$ cat src/rtl/fetch_stage_if.sv
// Instruction-memory request/acknowledge port between the fetch stage and imem.
// master = fetch side (drives req/addr), slave = memory side (drives ack/rdata).
interface fetch_stage_if;
  logic        imem_req;
  logic [31:0] imem_addr;
  logic        imem_ack;
  logic [31:0] imem_rdata;

  modport master (
    output imem_req,
    output imem_addr,
    input  imem_ack,
    input  imem_rdata
  );

  modport slave (
    input  imem_req,
    input  imem_addr,
    output imem_ack,
    output imem_rdata
  );
endinterface

$ cat src/rtl/fetch_stage.sv
// Instruction-fetch stage: PC register, req/ack imem fetch, IF/ID pipeline register,
// stall freeze with a one-word hold buffer, and redirect with wrong-path squash.
module fetch_stage #(
  parameter logic [31:0] RESET_PC = 32'h0000_3000
) (
  input  logic               clk,
  input  logic               rst,
  input  logic               branchbubble,
  input  logic               loaduse_stall,
  input  logic               redirect,
  input  logic [31:0]        redirect_pc,
  fetch_stage_if.master      imem,
  output logic               id_valid,
  output logic [31:0]        id_instr,
  output logic [31:0]        id_pc,
  output logic [31:0]        id_pc4
);

  typedef enum logic [1:0] {
    S_REQ  = 2'd0,
    S_HOLD = 2'd1,
    S_KILL = 2'd2
  } state_t;

  localparam logic [31:0] WORD_MASK = 32'hFFFF_FFFC;

  state_t      state, state_nx;
  logic [31:0] pc, pc_nx;
  logic [31:0] pend_pc, pend_pc_nx;
  logic [31:0] hold_buf, hold_buf_nx;
  logic        id_valid_nx;
  logic [31:0] id_instr_nx, id_pc_nx, id_pc4_nx;

  logic        stall;
  logic        ack;
  logic        take_redirect;
  logic [31:0] tgt;
  logic [31:0] pc_inc;

  assign stall         = branchbubble | loaduse_stall;
  assign ack           = imem.imem_ack;
  assign take_redirect = redirect & ~stall;
  assign tgt           = redirect_pc & WORD_MASK;
  assign pc_inc        = pc + 32'd4;

  // State and datapath registers
  always_ff @(posedge clk or posedge rst) begin
    if (rst) begin
      state    <= S_REQ;
      pc       <= RESET_PC & WORD_MASK;
      pend_pc  <= '0;
      hold_buf <= '0;
      id_valid <= 1'b0;
      id_instr <= '0;
      id_pc    <= '0;
      id_pc4   <= '0;
    end else begin
      state    <= state_nx;
      pc       <= pc_nx;
      pend_pc  <= pend_pc_nx;
      hold_buf <= hold_buf_nx;
      id_valid <= id_valid_nx;
      id_instr <= id_instr_nx;
      id_pc    <= id_pc_nx;
      id_pc4   <= id_pc4_nx;
    end
  end

  // Next-state and datapath update
  always_comb begin
    state_nx    = state;
    pc_nx       = pc;
    pend_pc_nx  = pend_pc;
    hold_buf_nx = hold_buf;
    id_valid_nx = id_valid;
    id_instr_nx = id_instr;
    id_pc_nx    = id_pc;
    id_pc4_nx   = id_pc4;

    unique case (state)
      S_REQ: begin
        if (ack) begin
          if (stall) begin
            // Word arrived while ID is frozen: park it so it is neither lost nor refetched.
            hold_buf_nx = imem.imem_rdata;
            state_nx    = S_HOLD;
          end else if (redirect) begin
            pc_nx       = tgt;
            id_valid_nx = 1'b0;
          end else begin
            id_valid_nx = 1'b1;
            id_instr_nx = imem.imem_rdata;
            id_pc_nx    = pc;
            id_pc4_nx   = pc_inc;
            pc_nx       = pc_inc;
          end
        end else if (!stall) begin
          id_valid_nx = 1'b0;
          if (redirect) begin
            pend_pc_nx = tgt;
            state_nx   = S_KILL;
          end
        end
      end

      S_HOLD: begin
        if (take_redirect) begin
          pc_nx       = tgt;
          id_valid_nx = 1'b0;
          state_nx    = S_REQ;
        end else if (!stall) begin
          id_valid_nx = 1'b1;
          id_instr_nx = hold_buf;
          id_pc_nx    = pc;
          id_pc4_nx   = pc_inc;
          pc_nx       = pc_inc;
          state_nx    = S_REQ;
        end
      end

      S_KILL: begin
        if (!stall) begin
          id_valid_nx = 1'b0;
        end
        if (take_redirect) begin
          pend_pc_nx = tgt;
        end
        // A redirect coinciding with the ack is the latest target and overrides pend_pc.
        if (ack) begin
          pc_nx    = take_redirect ? tgt : pend_pc;
          state_nx = S_REQ;
        end
      end

      default: begin
        state_nx = S_REQ;
      end
    endcase
  end

  // Memory port outputs; S_KILL keeps the old pc on the bus until the ack.
  always_comb begin
    imem.imem_req  = 1'b0;
    imem.imem_addr = pc;
    if (!rst && state != S_HOLD) begin
      imem.imem_req = 1'b1;
    end
  end

endmodule

$ cat src/flat_wrapper.sv
// flat-port wrapper written by rule: the top's interface ports become plain ports
module fetch_stage_flat 
#(
  parameter logic [31:0] RESET_PC = 32'h0000_3000
)
  (clk, rst, branchbubble, loaduse_stall, redirect, redirect_pc, id_valid, id_instr, id_pc, id_pc4, imem_imem_req, imem_imem_addr, imem_imem_ack, imem_imem_rdata);
  fetch_stage_if imem_i ();
  input  logic clk;
  input  logic rst;
  input  logic branchbubble;
  input  logic loaduse_stall;
  input  logic redirect;
  input  logic [31:0] redirect_pc;
  output logic id_valid;
  output logic [31:0] id_instr;
  output logic [31:0] id_pc;
  output logic [31:0] id_pc4;
  output wire logic [$bits(imem_i.imem_req)-1:0] imem_imem_req;
  output wire logic [$bits(imem_i.imem_addr)-1:0] imem_imem_addr;
  input wire logic [$bits(imem_i.imem_ack)-1:0] imem_imem_ack;
  input wire logic [$bits(imem_i.imem_rdata)-1:0] imem_imem_rdata;
  assign imem_imem_req = imem_i.imem_req;
  assign imem_imem_addr = imem_i.imem_addr;
  assign imem_i.imem_ack = imem_imem_ack;
  assign imem_i.imem_rdata = imem_imem_rdata;
  fetch_stage #(.RESET_PC(RESET_PC)) u_core (.clk(clk), .rst(rst), .branchbubble(branchbubble), .loaduse_stall(loaduse_stall), .redirect(redirect), .redirect_pc(redirect_pc), .imem(imem_i), .id_valid(id_valid), .id_instr(id_instr), .id_pc(id_pc), .id_pc4(id_pc4));
endmodule
$ cat config.mk
export PLATFORM = sky130hd
export DESIGN_NAME = fetch_stage_flat
export DESIGN_NICKNAME = d
export VERILOG_FILES = /design/src/rtl/fetch_stage_if.sv /design/src/rtl/fetch_stage.sv /design/src/flat_wrapper.sv
export SDC_FILE = /design/constraint.sdc
export NUM_CORES = 1
export LEC_CHECK = 0
export BUFFER_PORTS_ARGS = -buffer_cell sky130_fd_sc_hd__buf_2
export CORE_MARGIN = 3
export CORE_UTILIZATION = 50
export DETAILED_ROUTE_END_ITERATION = 8
export PLACE_DENSITY = 0.76
export SETUP_SLACK_MARGIN = 0.02
export SYNTH_ARGS = -nofsm -noshare
export SYNTH_HDL_FRONTEND = slang
export SYNTH_SLANG_ARGS = --single-unit
$ cat constraint.sdc
create_clock -name clk -period 5.1 [get_ports clk]
set_clock_uncertainty 0.05 [all_clocks]
set_input_delay 0.255 -clock clk [delete_from_list [all_inputs] [get_ports clk]]
set_output_delay 0.255 -clock clk [all_outputs]
set_load 0.1 [all_outputs]
==> flow_metrics.env <==
export IMPL_grt_pass1_wl_um=42600
export IMPL_start_util=0.518
export IMPL_dr_wl_met2_um=12600
export IMPL_cp_startpoint="u_core.state[0]$_DFFE_PP0P_"
export IMPL_cts_root_buffer="clkbuf_16"
export IMPL_cts_buffers=17
export IMPL_synth_distinct_cells=71
export IMPL_synth_seq_area_share=0.489
export IMPL_yosysTopAreaCell="dfrtp_1"
export IMPL_reg2reg_slack_ns=1.67
export IMPL_final_layout_size_suffix_gt1_frac=0.318
export IMPL_cp_max_fo=25
export IMPL_dr_first_iter_drc_count=678
export IMPL_synthTopCellsByArea="dfrtp_1 48%, mux2_2 12%, a21oi_1 4.3%"
export IMPL_critPathKind="flip-flop to flip-flop"
export IMPL_reg2reg_from="u_core.state[0]$_DFFE_PP0P_"
export IMPL_cp_arrival_ns=3.66
export IMPL_route_met3_wl_um=2230
export IMPL_ios=200
export IMPL_cp_required_ns=5.33
export IMPL_worst_path_buf_inv=2
export IMPL_finalNetCount=1205
export IMPL_synth_xor_area_share=0.0213
export IMPL_die_x_um=147
export IMPL_cts_buffer_depth=2
export IMPL_critPathLaunchType="flip-flop"
export IMPL_synthSimpleGateAreaFrac=0.135
export IMPL_place_hpwl_um=17300
export IMPL_route_vias_total=8367
export IMPL_crit_cells=8
export IMPL_highest_layer="met5"
export IMPL_path_cells="inv_1, ha_1, buf_4, nor2b_1, a2111o_1, nor2_1, a32oi_1, o21ai_0"
export IMPL_drc_errors=0
export IMPL_fp_dieH_um=147
export IMPL_viasPerCell=5.94
export IMPL_syn_area_per_cell_um2=10.2
export IMPL_synth_top_area_share=0.483
export IMPL_whs_ns=-0.0272
export IMPL_core_area_um2=19100
export IMPL_synth_nets=1045
export IMPL_nFillCells=1590
export IMPL_cp_top_family="compound AO/OA/AOI/OAI gates"
export IMPL_wl_per_cell_um=19.0
export IMPL_synthMuxAreaShare=0.160
export IMPL_stdcell_count=1409
export IMPL_period_minus_slack_ns=3.43
export IMPL_synth_compound_area_share=0.149
export IMPL_setup_viol=0
export IMPL_status="complete, but fails checks"
export IMPL_endpoint="u_core.imem.imem_addr[6]$_DFFE_PP0P_"
export IMPL_slowest_delay_ns=0.82
export IMPL_clock_latency_ns=0.44
export IMPL_wirelength_um=26700
export IMPL_multi_input_area_um2=4700
export IMPL_gp_congestion=0.851
export IMPL_yosys_warnings=0
export IMPL_register_area_um2=4830
export IMPL_syn_inst=970
export IMPL_synth_edff_count=0
export IMPL_dieArea_um2=21500
export IMPL_synth_adder_area_share=0.00633
export IMPL_finalSetupTns_ns=0
export IMPL_slew_headroom=0.234
export IMPL_max_freq_ghz=0.291
export IMPL_wl_met1_um=11300
export IMPL_clkSlewWorstSetupHoldPaths_ns=0.07
export IMPL_area_growth_pct=18.5
export IMPL_end_kind="flip-flop"
export IMPL_synth_top_family_by_area="multiplexers"
export IMPL_cts_tree="done"
export IMPL_grtUsageTotal=0.245
export IMPL_drv_cap=0
export IMPL_violations="negative hold slack"
export IMPL_final_hold_viol_count=3
export IMPL_hold_path_class="primary input to asynchronous set/reset pin"
export IMPL_fin_crit_sh=0.673
export IMPL_grt_max_degree=194
export IMPL_ys_seq_elements=193
export IMPL_r2r_end="u_core.imem.imem_addr[6]$_DFFE_PP0P_"
export IMPL_slew_viol_final=0
export IMPL_cts_setup_buffers=0
export IMPL_rsz0062_at_grt="false"
export IMPL_row_count=50
export IMPL_synth_async_reset_ratio=1.00
export IMPL_cp_slowest_cell="a2111o_1"
export IMPL_grt_pass1_vias=8034
export IMPL_placed_cells_incl_taps=1363
export IMPL_port_buffers=197
export IMPL_syn_area_um2=9890
export IMPL_grt_overflow=0
export IMPL_drtAntennaViolNets=0
export IMPL_cts_sinks=193
export IMPL_worst_pin_slew_ns=1.15
export IMPL_timing_reg2reg_worst_path_depth=8
export IMPL_ys_dominant_reg_cell="dfrtp_1"
export IMPL_htree_levels=4
export IMPL_antenna_found_initial=6
export IMPL_drtPass1Iterations=5
cells in the final DEF (no fill, tap or decap), types with 12 or more instances in the layout:
| cell | synthesis | routed |
|---|---|---|
| buf_2 | 15 | 197 |
| dfrtp_1 | 191 | 191 |
| mux2_2 | 104 | 104 |
| nor2_1 | 89 | 89 |
| a21oi_1 | 85 | 85 |
| nand2_1 | 69 | 69 |
| o21ai_0 | 45 | 45 |
| mux2i_1 | 41 | 41 |
| nand3_1 | 28 | 28 |
| nor3_1 | 25 | 25 |
| clkbuf_16 | 0 | 17 |
| nand4_1 | 16 | 16 |
| inv_1 | 16 | 15 |
| xor2_1 | 13 | 13 |
| buf_4 | 5 | 12 |
how the worst min path moves through the flow:
stage,slack [ns],from,cells after the start,end
final,-0.03,rst,3,u_core.id_instr[3]$_DFFE_PP0P_
after global routing,0.005,imem_imem_rdata[24],2,u_core.hold_buf[24]$_DFFE_PP0P_
after CTS,0.0008,imem_imem_rdata[14],2,u_core.hold_buf[14]$_DFFE_PP0P_
after detailed placement,0.44,u_core.pend_pc[30]$_DFFE_PP0P_,1,u_core.pend_pc[30]$_DFFE_PP0P_
after global placement,0.43,u_core.pend_pc[30]$_DFFE_PP0P_,1,u_core.pend_pc[30]$_DFFE_PP0P_
after floorplan,0.36,imem_imem_rdata[30],1,u_core.hold_buf[30]$_DFFE_PP0P_
state kept, by name (all words and copies together) (netlist names):
signal and cells:
u_core.hold_buf 32, u_core.id_instr 32, u_core.id_pc4 32, u_core.imem.imem_addr 32, u_core.pend_pc 32, u_core.id_pc 30
u_core.state 2, u_core.id_valid 1
layout make-up:
class | count | area share
Clock inverter | 15 | 0.0141
Multi-Input combinational cell | 683 | 0.401
Clock buffer | 17 | 0.0363
Inverter | 16 | 0.00544
Sequential cell | 193 | 0.412
Timing Repair Buffer | 219 | 0.102
Antenna cell | 6 | 0.00128
Tap cell | 260 | 0.0278
per-stage QoR:
step | area, um^2 | utilization | hold WS (ns) | setup slack, ns
final | 11700 | 0.614 | -0.0272 | 1.67
after global routing | 11700 | 0.614 | 0.00518 | 1.52
after CTS | 11700 | 0.613 | 0.000762 | 1.76
after detailed placement | 11000 | 0.578 | 0.438 | 1.81
after global placement | 11000 | 0.578 | 0.433 | 1.90
after floorplan | 9890 | - | 0.356 | 2.07
cell usage after synthesis (3+ instances only):
cell         n
buf_2       15
nor2b_1      6
nor4_1       4
buf_1        6
o31ai_1      9
and2_1       4
dfrtp_1    191
a22o_1       5
o211ai_1     4
xnor2_1     11
buf_4        5
a31oi_1     11
and4_1       3
o21a_1       3
mux2i_1     41
nand3_1     28
nor2_1      89
a21oi_1     85
a211oi_1     6
nor3b_1      5
a22oi_1      6
xor2_1      13
nand2b_1     6
o32ai_1      3
nand2_1     69
nand4_1     16
and3_1      10
a21boi_0     4
mux2_2     104
a2bb2oi_1    5
a221oi_1     7
inv_1       16
o21ai_0     45
clkbuf_1    51
o221ai_1     5
or4_1        3
nor3_1      25
o22ai_1      3
ha_1         5
per-layer routing:
layer  track usage  up-vias
met3        0.0615       48
li1              -     3849
met2         0.390      358
met5             0        -
met4        0.0880        2
met1         0.326     4110
timing repair:
| action | in CTS | in global routing |
|---|---|---|
| endpoints found under the hold margin | 7 | 1 |
| hold buffers | 7 | 1 |
| resized for setup | 0 | 0 |
cell families (layout without fill, tap and decap cells):
family	after synthesis	count (layout)
buf+inv	94	267
xor+xnor	24	24
simple gates	280	280
compound gates	229	229
mux	145	145
flops	193	193
fa+ha+maj	5	5
other cells	0	6
worst reg2reg max path, cell delays in order (launching register included):
cell      delay (ns)
dfrtp_1         0.42
inv_1           0.11
ha_1            0.56
buf_4           0.33
nor2b_1         0.29
a2111o_1        0.82
nor2_1          0.32
a32oi_1         0.25
o21ai_0         0.12
Power is not shown: default switching activity piles up to over one toggle a cycle in this logic, so the estimate is an artifact.
